### src/rtl/mips_pkg.sv
// Shared MIPS definitions: fetch FSM states, opcode/func constants
// and instruction field slices used by fetch and the control decoder.
package mips_pkg;

  typedef enum logic [1:0] {
    S_IDLE  = 2'd0,
    S_FETCH = 2'd1,
    S_HOLD  = 2'd2
  } ifu_state_e;

  localparam logic [5:0] OP_RTYPE = 6'h00;
  localparam logic [5:0] OP_J     = 6'h02;
  localparam logic [5:0] OP_JAL   = 6'h03;
  localparam logic [5:0] OP_BEQ   = 6'h04;
  localparam logic [5:0] OP_BNE   = 6'h05;
  localparam logic [5:0] OP_ADDI  = 6'h08;
  localparam logic [5:0] OP_XORI  = 6'h0E;
  localparam logic [5:0] OP_LW    = 6'h23;
  localparam logic [5:0] OP_SW    = 6'h2B;

  localparam logic [5:0] FUNC_JR  = 6'h08;
  localparam logic [5:0] FUNC_ADD = 6'h20;
  localparam logic [5:0] FUNC_SUB = 6'h22;
  localparam logic [5:0] FUNC_AND = 6'h24;
  localparam logic [5:0] FUNC_OR  = 6'h25;
  localparam logic [5:0] FUNC_SLT = 6'h2A;

  function automatic logic [5:0] f_op(
    input logic [31:0] ir
  );
    return ir[31:26];
  endfunction

  function automatic logic [4:0] f_rs(
    input logic [31:0] ir
  );
    return ir[25:21];
  endfunction

  function automatic logic [4:0] f_rt(
    input logic [31:0] ir
  );
    return ir[20:16];
  endfunction

  function automatic logic [4:0] f_rd(
    input logic [31:0] ir
  );
    return ir[15:11];
  endfunction

  function automatic logic [5:0] f_func(
    input logic [31:0] ir
  );
    return ir[5:0];
  endfunction

  function automatic logic [15:0] f_imm16(
    input logic [31:0] ir
  );
    return ir[15:0];
  endfunction

  function automatic logic [25:0] f_target26(
    input logic [31:0] ir
  );
    return ir[25:0];
  endfunction

  // Word offset of a branch: sign-extended imm16 scaled by 4.
  function automatic logic [31:0] f_br_off(
    input logic [15:0] imm
  );
    return {{14{imm[15]}}, imm, 2'b00};
  endfunction

endpackage

### src/rtl/next_pc_sel.sv
// Next-PC mux for the fetch stage: jr > j/jal > bne > sequential.
// Purely combinational; all arithmetic wraps at 32 bits.
module next_pc_sel
  import mips_pkg::*;
(
  input  logic        i_pc_src,
  input  logic        i_jump_enable,
  input  logic        i_branch_taken,
  input  logic [29:0] i_jr_word,
  input  logic [31:0] i_pc_plus4,
  input  logic [25:0] i_target26,
  input  logic [15:0] i_imm16,
  output logic [31:0] o_next_pc
);

  logic [31:0] w_jr_pc;
  logic [31:0] w_jmp_pc;
  logic [31:0] w_br_pc;

  assign w_jr_pc  = {i_jr_word, 2'b00};
  assign w_jmp_pc = {i_pc_plus4[31:28], i_target26, 2'b00};
  assign w_br_pc  = i_pc_plus4 + f_br_off(i_imm16);

  // Several redirects may be raised at once; the first one wins.
  always_comb begin
    o_next_pc = i_pc_plus4;
    priority case (1'b1)
      i_pc_src:       o_next_pc = w_jr_pc;
      i_jump_enable:  o_next_pc = w_jmp_pc;
      i_branch_taken: o_next_pc = w_br_pc;
      default:        o_next_pc = i_pc_plus4;
    endcase
  end

endmodule

### src/rtl/instruction_fetch_unit.sv
// MIPS fetch stage: PC, imem req/ack, IR and decoder valid/ready.
// Optional IFU_PERF_CNT_EN adds fetch_count/stall_count outputs.
module instruction_fetch_unit
  import mips_pkg::*;
#(
  parameter logic [31:0] RESET_PC       = 32'h0000_0000,
  parameter int unsigned TIMEOUT_CYCLES = 16
) (
  input  logic        clk,
  input  logic        rst_n,
  output logic        imem_req,
  output logic [31:0] imem_addr,
  input  logic        imem_ack,
  input  logic [31:0] imem_rdata,
  output logic        inst_valid,
  input  logic        inst_ready,
  output logic [5:0]  op,
  output logic [5:0]  func,
  output logic [4:0]  rs,
  output logic [4:0]  rt,
  output logic [4:0]  rd,
  output logic [15:0] imm16,
  output logic [25:0] target26,
  output logic [31:0] pc_plus4,
  input  logic        jump_enable,
  input  logic        pc_src,
  input  logic [31:0] jr_addr,
  input  logic        branch_taken,
  output logic        fetch_timeout,
  output logic        addr_err
`ifdef IFU_PERF_CNT_EN
  ,
  output logic [31:0] fetch_count,
  output logic [31:0] stall_count
`endif
);

  localparam int unsigned TO_W =
    (TIMEOUT_CYCLES > 1) ? $clog2(TIMEOUT_CYCLES) : 1;
  localparam logic [TO_W-1:0] TO_LAST =
    TO_W'((TIMEOUT_CYCLES == 0) ? 0 : TIMEOUT_CYCLES - 1);
  localparam logic TO_EN = (TIMEOUT_CYCLES != 0);

  ifu_state_e    r_state;
  ifu_state_e    w_state_nxt;
  logic [31:0]   r_pc;
  logic [31:0]   r_ir;
  logic [31:0]   w_next_pc;
  logic          w_consume;
  logic          w_ack;
  logic          w_miss;
  logic          w_to_hit;
  logic [TO_W-1:0] r_to_cnt;
  logic          r_timeout;
  logic          r_addr_err;

  assign w_consume = inst_valid & inst_ready;
  assign w_ack     = imem_req & imem_ack;
  assign w_miss    = imem_req & ~imem_ack;
  assign w_to_hit  = TO_EN & w_miss & (r_to_cnt == TO_LAST);

  assign imem_addr = r_pc;
  assign pc_plus4  = r_pc + 32'd4;
  assign op        = f_op(r_ir);
  assign func      = f_func(r_ir);
  assign rs        = f_rs(r_ir);
  assign rt        = f_rt(r_ir);
  assign rd        = f_rd(r_ir);
  assign imm16     = f_imm16(r_ir);
  assign target26  = f_target26(r_ir);

  assign fetch_timeout = r_timeout;
  assign addr_err      = r_addr_err;

  next_pc_sel u_next_pc_sel (
    .i_pc_src       (pc_src),
    .i_jump_enable  (jump_enable),
    .i_branch_taken (branch_taken),
    .i_jr_word      (jr_addr[31:2]),
    .i_pc_plus4     (pc_plus4),
    .i_target26     (target26),
    .i_imm16        (imm16),
    .o_next_pc      (w_next_pc)
  );

  // State register; req drops as soon as reset asserts.
  always_ff @(posedge clk or negedge rst_n) begin
    if (!rst_n) r_state <= S_IDLE;
    else        r_state <= w_state_nxt;
  end

  // Next state and handshake outputs decoded from the state.
  always_comb begin
    w_state_nxt = r_state;
    imem_req    = 1'b0;
    inst_valid  = 1'b0;
    unique case (r_state)
      S_IDLE: begin
        w_state_nxt = S_FETCH;
      end
      S_FETCH: begin
        imem_req = 1'b1;
        if (imem_ack) w_state_nxt = S_HOLD;
      end
      S_HOLD: begin
        inst_valid = 1'b1;
        if (inst_ready) w_state_nxt = S_FETCH;
      end
      default: begin
        w_state_nxt = S_IDLE;
      end
    endcase
  end

  // PC advances only when the held instruction is consumed.
  always_ff @(posedge clk or negedge rst_n) begin
    if (!rst_n)         r_pc <= RESET_PC;
    else if (w_consume) r_pc <= w_next_pc;
  end

  // Instruction register captures the acked word.
  always_ff @(posedge clk or negedge rst_n) begin
    if (!rst_n)     r_ir <= '0;
    else if (w_ack) r_ir <= imem_rdata;
  end

  // Unacked-request counter; saturates once the limit is hit.
  always_ff @(posedge clk or negedge rst_n) begin
    if (!rst_n)                r_to_cnt <= '0;
    else if (!w_miss)          r_to_cnt <= '0;
    else if (r_to_cnt != TO_LAST) r_to_cnt <= r_to_cnt + 1'b1;
  end

  // Sticky error flags, cleared only by reset.
  always_ff @(posedge clk or negedge rst_n) begin
    if (!rst_n) begin
      r_timeout  <= 1'b0;
      r_addr_err <= 1'b0;
    end else begin
      if (w_to_hit) r_timeout <= 1'b1;
      if (w_consume && pc_src && (jr_addr[1:0] != 2'b00))
        r_addr_err <= 1'b1;
    end
  end

`ifdef IFU_PERF_CNT_EN
  logic [31:0] r_fetch_cnt;
  logic [31:0] r_stall_cnt;
  logic        w_stall;

  assign w_stall     = w_miss | (inst_valid & ~inst_ready);
  assign fetch_count = r_fetch_cnt;
  assign stall_count = r_stall_cnt;

  // Wrapping performance counters.
  always_ff @(posedge clk or negedge rst_n) begin
    if (!rst_n) begin
      r_fetch_cnt <= '0;
      r_stall_cnt <= '0;
    end else begin
      if (w_consume) r_fetch_cnt <= r_fetch_cnt + 32'd1;
      if (w_stall)   r_stall_cnt <= r_stall_cnt + 32'd1;
    end
  end
`endif

endmodule
### config.mk
export PLATFORM = sky130hd
export DESIGN_NAME = instruction_fetch_unit
export DESIGN_NICKNAME = d
export VERILOG_FILES = /design/src/rtl/mips_pkg.sv /design/src/rtl/next_pc_sel.sv /design/src/rtl/instruction_fetch_unit.sv
export SDC_FILE = /design/constraint.sdc
export NUM_CORES = 1
export LEC_CHECK = 0
export ABC_AREA = 1
export BUFFER_PORTS_ARGS = -buffer_cell sky130_fd_sc_hd__buf_4
export CAP_MARGIN = 40
export CORE_MARGIN = 2
export CORE_UTILIZATION = 35
export CTS_BUF_LIST = sky130_fd_sc_hd__clkbuf_2
export DETAILED_ROUTE_END_ITERATION = 6
export HOLD_SLACK_MARGIN = 0.1
export RECOVER_POWER = 25
export SLEW_MARGIN = 0
export SYNTH_ARGS = -nofsm -noshare
export SYNTH_HDL_FRONTEND = slang
export SYNTH_SLANG_ARGS = --single-unit
export TNS_END_PERCENT = 5
### constraint.sdc
create_clock -name clk -period 7.4 [get_ports clk]
set_input_delay 1.11 -clock clk [delete_from_list [all_inputs] [get_ports clk]]
set_output_delay 1.11 -clock clk [all_outputs]
set_load 0.01 [all_outputs]
# [Word-level counts from Yosys, hierarchy flattened]
# Index checks and enable logic that the tools add are counted.
[classes] n_addsub=3 n_eq_ne=7 mux=10 bitwise=5 n_reduce_logical=5
[op_table] op="32-bit two-way mux" n=3
[op_table] op="32-bit by 3-bit adder with 32-bit output, second input constant" n=1
[op_table] op="32-bit adder" n=1
[op_table] op="4-bit two-way mux" n=2
[op_table] op="2-bit case mux with 3 select lines" n=1
[op_table] op="4-bit by 1-bit adder with 4-bit output, second input constant" n=1
[op_table] op="1-bit AND" n=4
[op_table] op="4-bit == test, second input constant" n=1
[op_table] op="2-bit two-way mux" n=2
[op_table] op="2-bit != test, second input constant" n=2
[op_table] op="4-bit != test, second input constant" n=1
[op_table] op="2-bit by 1-bit == test with 1-bit output, second input constant" n=1
[op_table] op="2-bit == test, second input constant" n=1
[op_table] op="1-bit logical AND" n=2
[op_table] op="2-bit logical NOT" n=1
[op_table] op="1-bit two-way mux" n=2
[op_table] op="2-bit by 1-bit != test with 1-bit output, second input constant" n=1
[op_table] op="2-bit AND reduction" n=1
[op_table] op="2-bit nonzero test" n=1
[op_table] op="1-bit NOT" n=1
[totals] regBits=72 input_bits=71 output_inout_bits=137 wordCells=36

# [Depth between registers and ports, before layout]
[depth] depth_word=5 ltp_mapped=26 mapped_depth_nobuf=25

# [By module]
# From an unflattened synthesis, not the netlist that was laid out.
[unflattened] cells_unflattened=1105 hier_area_um2=6889.1
[by_module_without_submodules] mod="instruction_fetch_unit" instances=1 cells_each=516 area_per_inst_um2=4002.6 seq_area_each_um2=1801.7
[by_module_without_submodules] mod="next_pc_sel" instances=1 cells_each=589 area_per_inst_um2=2886.5 seq_area_each_um2=0.0

# [Worst setup path before layout]
# No wires, ideal clock.
[synth_path] path_kind="register to register" from="register r_pc[2], in the netlist imem_addr[2]" to="register r_pc[21], in the netlist imem_addr[21]" setup_ns=0.116 t_arrival_ns=2.633 required_time_ns=7.284 slack_ns=4.651 path_stages_with_launch=21 n_path_buf=1 synth_period_minus_slack_ns=2.749 path_cell_list="dfrtp_1 ha_1 buf_6 nand3_1 inv_2 nand2_2 nor2_4 xnor2_1 inv_1 ha_1 nand2_1 nor2_1 inv_1 nor2_1 nand3b_1 nand4_1 nand3_1 nand2_1 nand2_1 nand2_1 nand2_1"
[synth_via] elab_chain_cells=5
[synth_lines] item="start: declaration" line="instruction_fetch_unit.sv:46" rtl="logic [31:0] r_pc;"
[synth_lines] item="start signal: assignment" line="instruction_fetch_unit.sv:118" rtl="else if (w_consume) r_pc <= w_next_pc;"
[synth_lines] item="32-bit by 3-bit adder with 32-bit output" line="instruction_fetch_unit.sv:63" rtl="assign pc_plus4 = r_pc + 32'd4;"
[synth_lines] item="via pc_plus4[18]" line="instruction_fetch_unit.sv:24" rtl="output logic [31:0] pc_plus4,"
[synth_lines] item="32-bit adder" line="next_pc_sel.sv:22" rtl="assign w_br_pc = i_pc_plus4 + f_br_off(i_imm16);"
[synth_lines] item="32-bit two-way mux (3 in a row)" line="next_pc_sel.sv:27" rtl="priority case (1'b1)"
# The timed path passes the listed nets, and every way through them passes these cells.
# A chain may end at the register's enable or synchronous reset.

==> flow_summary.rst <==
.. list-table::
   :header-rows: 1

   * - Metric
     - Value
   * - Depth of the worst hold-timing path
     - 2
   * - Primary flip-flop cell chosen by synthesis mapping
     - sky130_fd_sc_hd__dfrtp_1
   * - Endpoint class of the critical path
     - asynchronous set/reset pin
   * - Gates resized, CTS repair
     - 0
   * - Violations in the final reports
     - capacitance limit, slew limit
   * - Final Hold Viols
     - 0
   * - Area of the die
     - between 20,000 and 25,000 um^2
   * - Maximum number of pins on one net before global-route repair
     - 55
   * - Buffer cell driving the clock tree root
     - sky130_fd_sc_hd__clkbuf_2
   * - Wirelength, routed
     - approximately 25 mm
   * - Worst-case clock buffer depth
     - 2
   * - Count of fill cells added during filler insertion
     - roughly 2,200
   * - Synthesized flop and latch total
     - 70
   * - Reported leakage power
     - between 4 and 5 nW
   * - Total global routing overflow
     - 0
   * - # DRC
     - 0
   * - RSZ-0062 raised after global routing
     - false
   * - H-tree levels
     - 3
   * - Final critical path time including I/O delays and setup
     - a little under 4000 ps
   * - Gate Count Post-Synth
     - 1,127
   * - Total of buffers placed on input and output ports
     - ~200
   * - Number of buffers created by CTS
     - 9
   * - Clock latency on the worst-skew pair
     - 580 ps
   * - Total negative slack
     - 0 ps
   * - Setup slack of the critical path after layout
     - about 3500 ps
   * - Placer Congestion
     - approximately 0.95
   * - Mean cell area of the mapped netlist
     - between 6 and 7 um^2
   * - Total via count in the routed design
     - about 7,500
   * - Synthesized area
     - 7160 um^2
   * - Boundary Pins
     - between 200 and 250
   * - Number of antenna violations at the first check in global routing
     - 1
   * - Cell count along the critical path
     - 2
   * - Detailed Place HPWL
     - 20.1 mm
   * - Largest fanout on the critical path
     - 45
   * - Clock tree from TritonCTS
     - built
   * - Global-route wire length before repair
     - just under 40 mm
   * - Number of clock sinks
     - 70
   * - Vias per std cell
     - roughly 4.8
   * - Type of the setup path with the least slack
     - input port to asynchronous set/reset pin
   * - Worst path required time
     - ~7600 ps
   * - Die span in x
     - ~150 um
   * - Number of nets at the end of the flow
     - around 1,400
   * - Number of global-route vias before repair
     - 7,178
   * - Slew of the pin with the lowest slew margin
     - approximately 2500 ps
   * - Area used by sequential logic in the layout
     - 1750 um^2
   * - Overall die height
     - 147 um
   * - Number of flops mapped to enable cells by yosys
     - 0
   * - Launching element type of the critical path
     - input port
   * - Area of combinational cells with multiple inputs
     - between 4000 and 5000 um^2
   * - Antenna-violating nets left
     - 0
   * - Endpoint arrival time on the critical path
     - 4030 ps
   * - Share of synthesized registers carrying an async set or reset
     - 100%
   * - Power density over the cells
     - around 490 nW/um^2
   * - Area overhead of the layout relative to synthesis
     - 21.8%
   * - CTS Hold Bufs
     - 0
   * - Post-layout total power
     - between 4 and 5 mW
   * - Avg WL per Cell
     - approximately 16 um
   * - Cell with the largest stage delay on the worst path
     - sky130_fd_sc_hd__clkbuf_1
   * - Maximum resistive drop on vdd
     - 220 uV
   * - Number of placement rows
     - 52
   * - Bufs and invs on worst path
     - 2
   * - Share of layout cells above drive strength 1
     - 22.4%
   * - Standard cell core area
     - around 20,000 um^2
   * - Worst max-slew margin expressed relative to the limit
     - -67.2%
   * - Number of distinct library cells after synthesis
     - 45
   * - Most common library cell in the layout ignoring fill and taps
     - sky130_fd_sc_hd__nand2_1
   * - Number of warnings reported in the yosys synthesis log
     - 0
   * - Category of cells accounting for the largest share of critical-path delay
     - buffers and inverters
   * - Gr usage total
     - a little under a quarter
   * - Iteration-0 DRC Markers
     - 529
   * - Setup-violating endpoint count in the final report
     - 0
   * - Cell depth of the worst flop-to-flop path
     - 19
   * - Initial core utilization
     - a little over a third
   * - Buffers inserted by post-CTS timing repair
     - 0
   * - Max-cap violation count
     - 1
   * - Cell-by-cell trace of the critical path
     - clkbuf_1 -> clkbuf_1
   * - Most frequent cell on the critical path
     - sky130_fd_sc_hd__clkbuf_1
   * - Slew Viols, Final
     - between 40 and 50
   * - Commonest non-fill, non-tap cells in the layout
     - sky130_fd_sc_hd__nand2_1, sky130_fd_sc_hd__buf_4, sky130_fd_sc_hd__inv_1
   * - Clock input transition at the sequential cells of the worst setup and hold paths
     - roughly 200 ps
   * - Post-route clock skew
     - 40.5 ps
   * - Portion of the clock cycle consumed by the worst path in the final layout
     - 52.1%
   * - Worst-case setup slack after placement
     - between 4000 and 5000 ps
   * - Maximum clock rate
     - about 260 MHz
   * - Hold Path Class
     - flip-flop to flip-flop
   * - Slowest cell delay on critical path
     - about 1900 ps
   * - Number of iterations in the first detailed-routing pass
     - 6
   * - Seq/Total Area, Yosys
     - 24.5%
   * - Run status
     - finished with violations
-- synth_stat cells (2+ instances only) --
master / instances / share of area [%]
sky130_fd_sc_hd__clkbuf_8: 4 / 0.77
sky130_fd_sc_hd__buf_4: 41 / 4.3
sky130_fd_sc_hd__nor2_2: 6 / 0.52
sky130_fd_sc_hd__nor2_4: 8 / 1.3
sky130_fd_sc_hd__buf_6: 2 / 0.31
sky130_fd_sc_hd__nor3_1: 9 / 0.63
sky130_fd_sc_hd__inv_2: 2 / 0.10
sky130_fd_sc_hd__dfrtp_1: 70 / 24
sky130_fd_sc_hd__ha_1: 37 / 6.5
sky130_fd_sc_hd__nand2_1: 381 / 20
sky130_fd_sc_hd__nand2_4: 2 / 0.31
sky130_fd_sc_hd__o21ai_1: 7 / 0.49
sky130_fd_sc_hd__nand3b_1: 5 / 0.52
sky130_fd_sc_hd__nor2_1: 114 / 6.0
sky130_fd_sc_hd__and2_1: 3 / 0.26
sky130_fd_sc_hd__o211ai_1: 5 / 0.52
sky130_fd_sc_hd__o21ai_0: 29 / 2.0
sky130_fd_sc_hd__nand4_1: 12 / 1.0
sky130_fd_sc_hd__a21oi_1: 59 / 4.1
sky130_fd_sc_hd__a21o_1: 3 / 0.31
sky130_fd_sc_hd__nand2_2: 11 / 0.96
sky130_fd_sc_hd__xor2_1: 20 / 2.4
sky130_fd_sc_hd__mux2_2: 31 / 4.9
sky130_fd_sc_hd__clkbuf_1: 12 / 0.63
sky130_fd_sc_hd__inv_1: 157 / 8.2
sky130_fd_sc_hd__a31oi_1: 2 / 0.17
sky130_fd_sc_hd__nand3_2: 2 / 0.28
sky130_fd_sc_hd__nand3_1: 62 / 4.3
sky130_fd_sc_hd__xnor2_1: 7 / 0.86
sky130_fd_sc_hd__a22oi_1: 3 / 0.31
sky130_fd_sc_hd__o21bai_1: 4 / 0.42
sky130_fd_sc_hd__buf_2: 4 / 0.28
-- metal layers --
metal  vias to the layer above  track usage, %  wire [um]
li1                       3804               -          -
met2                       225            38.4      11700
met4                         0            5.53        390
met3                        22            3.79       1390
met5                         -               0          0
met1                      3417            31.4      11300
-- metrics by stage --
stage / cell area [um^2] / hold slack [ps] / std cells / util [%]
after floorplan: 7170 / 501 / 1130 / -
after global placement: 8580 / 454 / 1541 / 42.6
after detailed placement: 8640 / 452 / 1543 / 42.8
after CTS: 8740 / 384 / 1558 / 43.3
after global routing: 8720 / 541 / 1559 / 43.2
final: 8720 / 501 / 1559 / 43.2
-- worst paths after layout --
kind | end | slack [ps] | startpoint
setup / recovery | r_ir[19] | 3550 | rst_n
hold / removal | fetch_timeout | 500 | fetch_timeout
setup reg to reg | imem_addr[22] | 4050 | imem_addr[2]
hold reg to reg | fetch_timeout | 500 | fetch_timeout
max in group clk | pc_plus4[29] | 3860 | imem_addr[13]
min in group asynchronous | r_to_cnt[0] | 850 | rst_n
-- final cells by class --
cell class	count	share of cell area [%]
Timing Repair Buffer	209	18.1
Antenna cell	1	0.0287
Clock inverter	5	0.589
Clock buffer	10	0.574
Tap cell	270	3.88
Sequential cell	70	20.1
Multi-Input combinational cell	834	49.8
Inverter	160	6.89
-- logic make-up after synthesis --
family	count (synthesis)	synth area share, %
fa+ha+maj	38	6.75
simple gates	619	36.7
other cells	1	0.0524
xor+xnor	27	3.30
buf+inv	226	15.1
flops	70	24.5
mux	31	4.88
compound gates	115	8.77
-- where the power goes --
group	leakage, nW	internal [mW]	total (mW)	switching (mW)
Clock	0.0652	0.0751	0.224	0.149
Sequential	0.845	0.554	0.845	0.291
Combinational	3.95	1.28	3.20	1.91
-- sequential cells by signal (all words and copies together) (netlist names) --
name           cells
r_state            2
fetch_timeout      1
imem_addr         30
r_ir              32
addr_err           1
r_to_cnt           4
No activity file was read; power rests on OpenSTA's default activity.
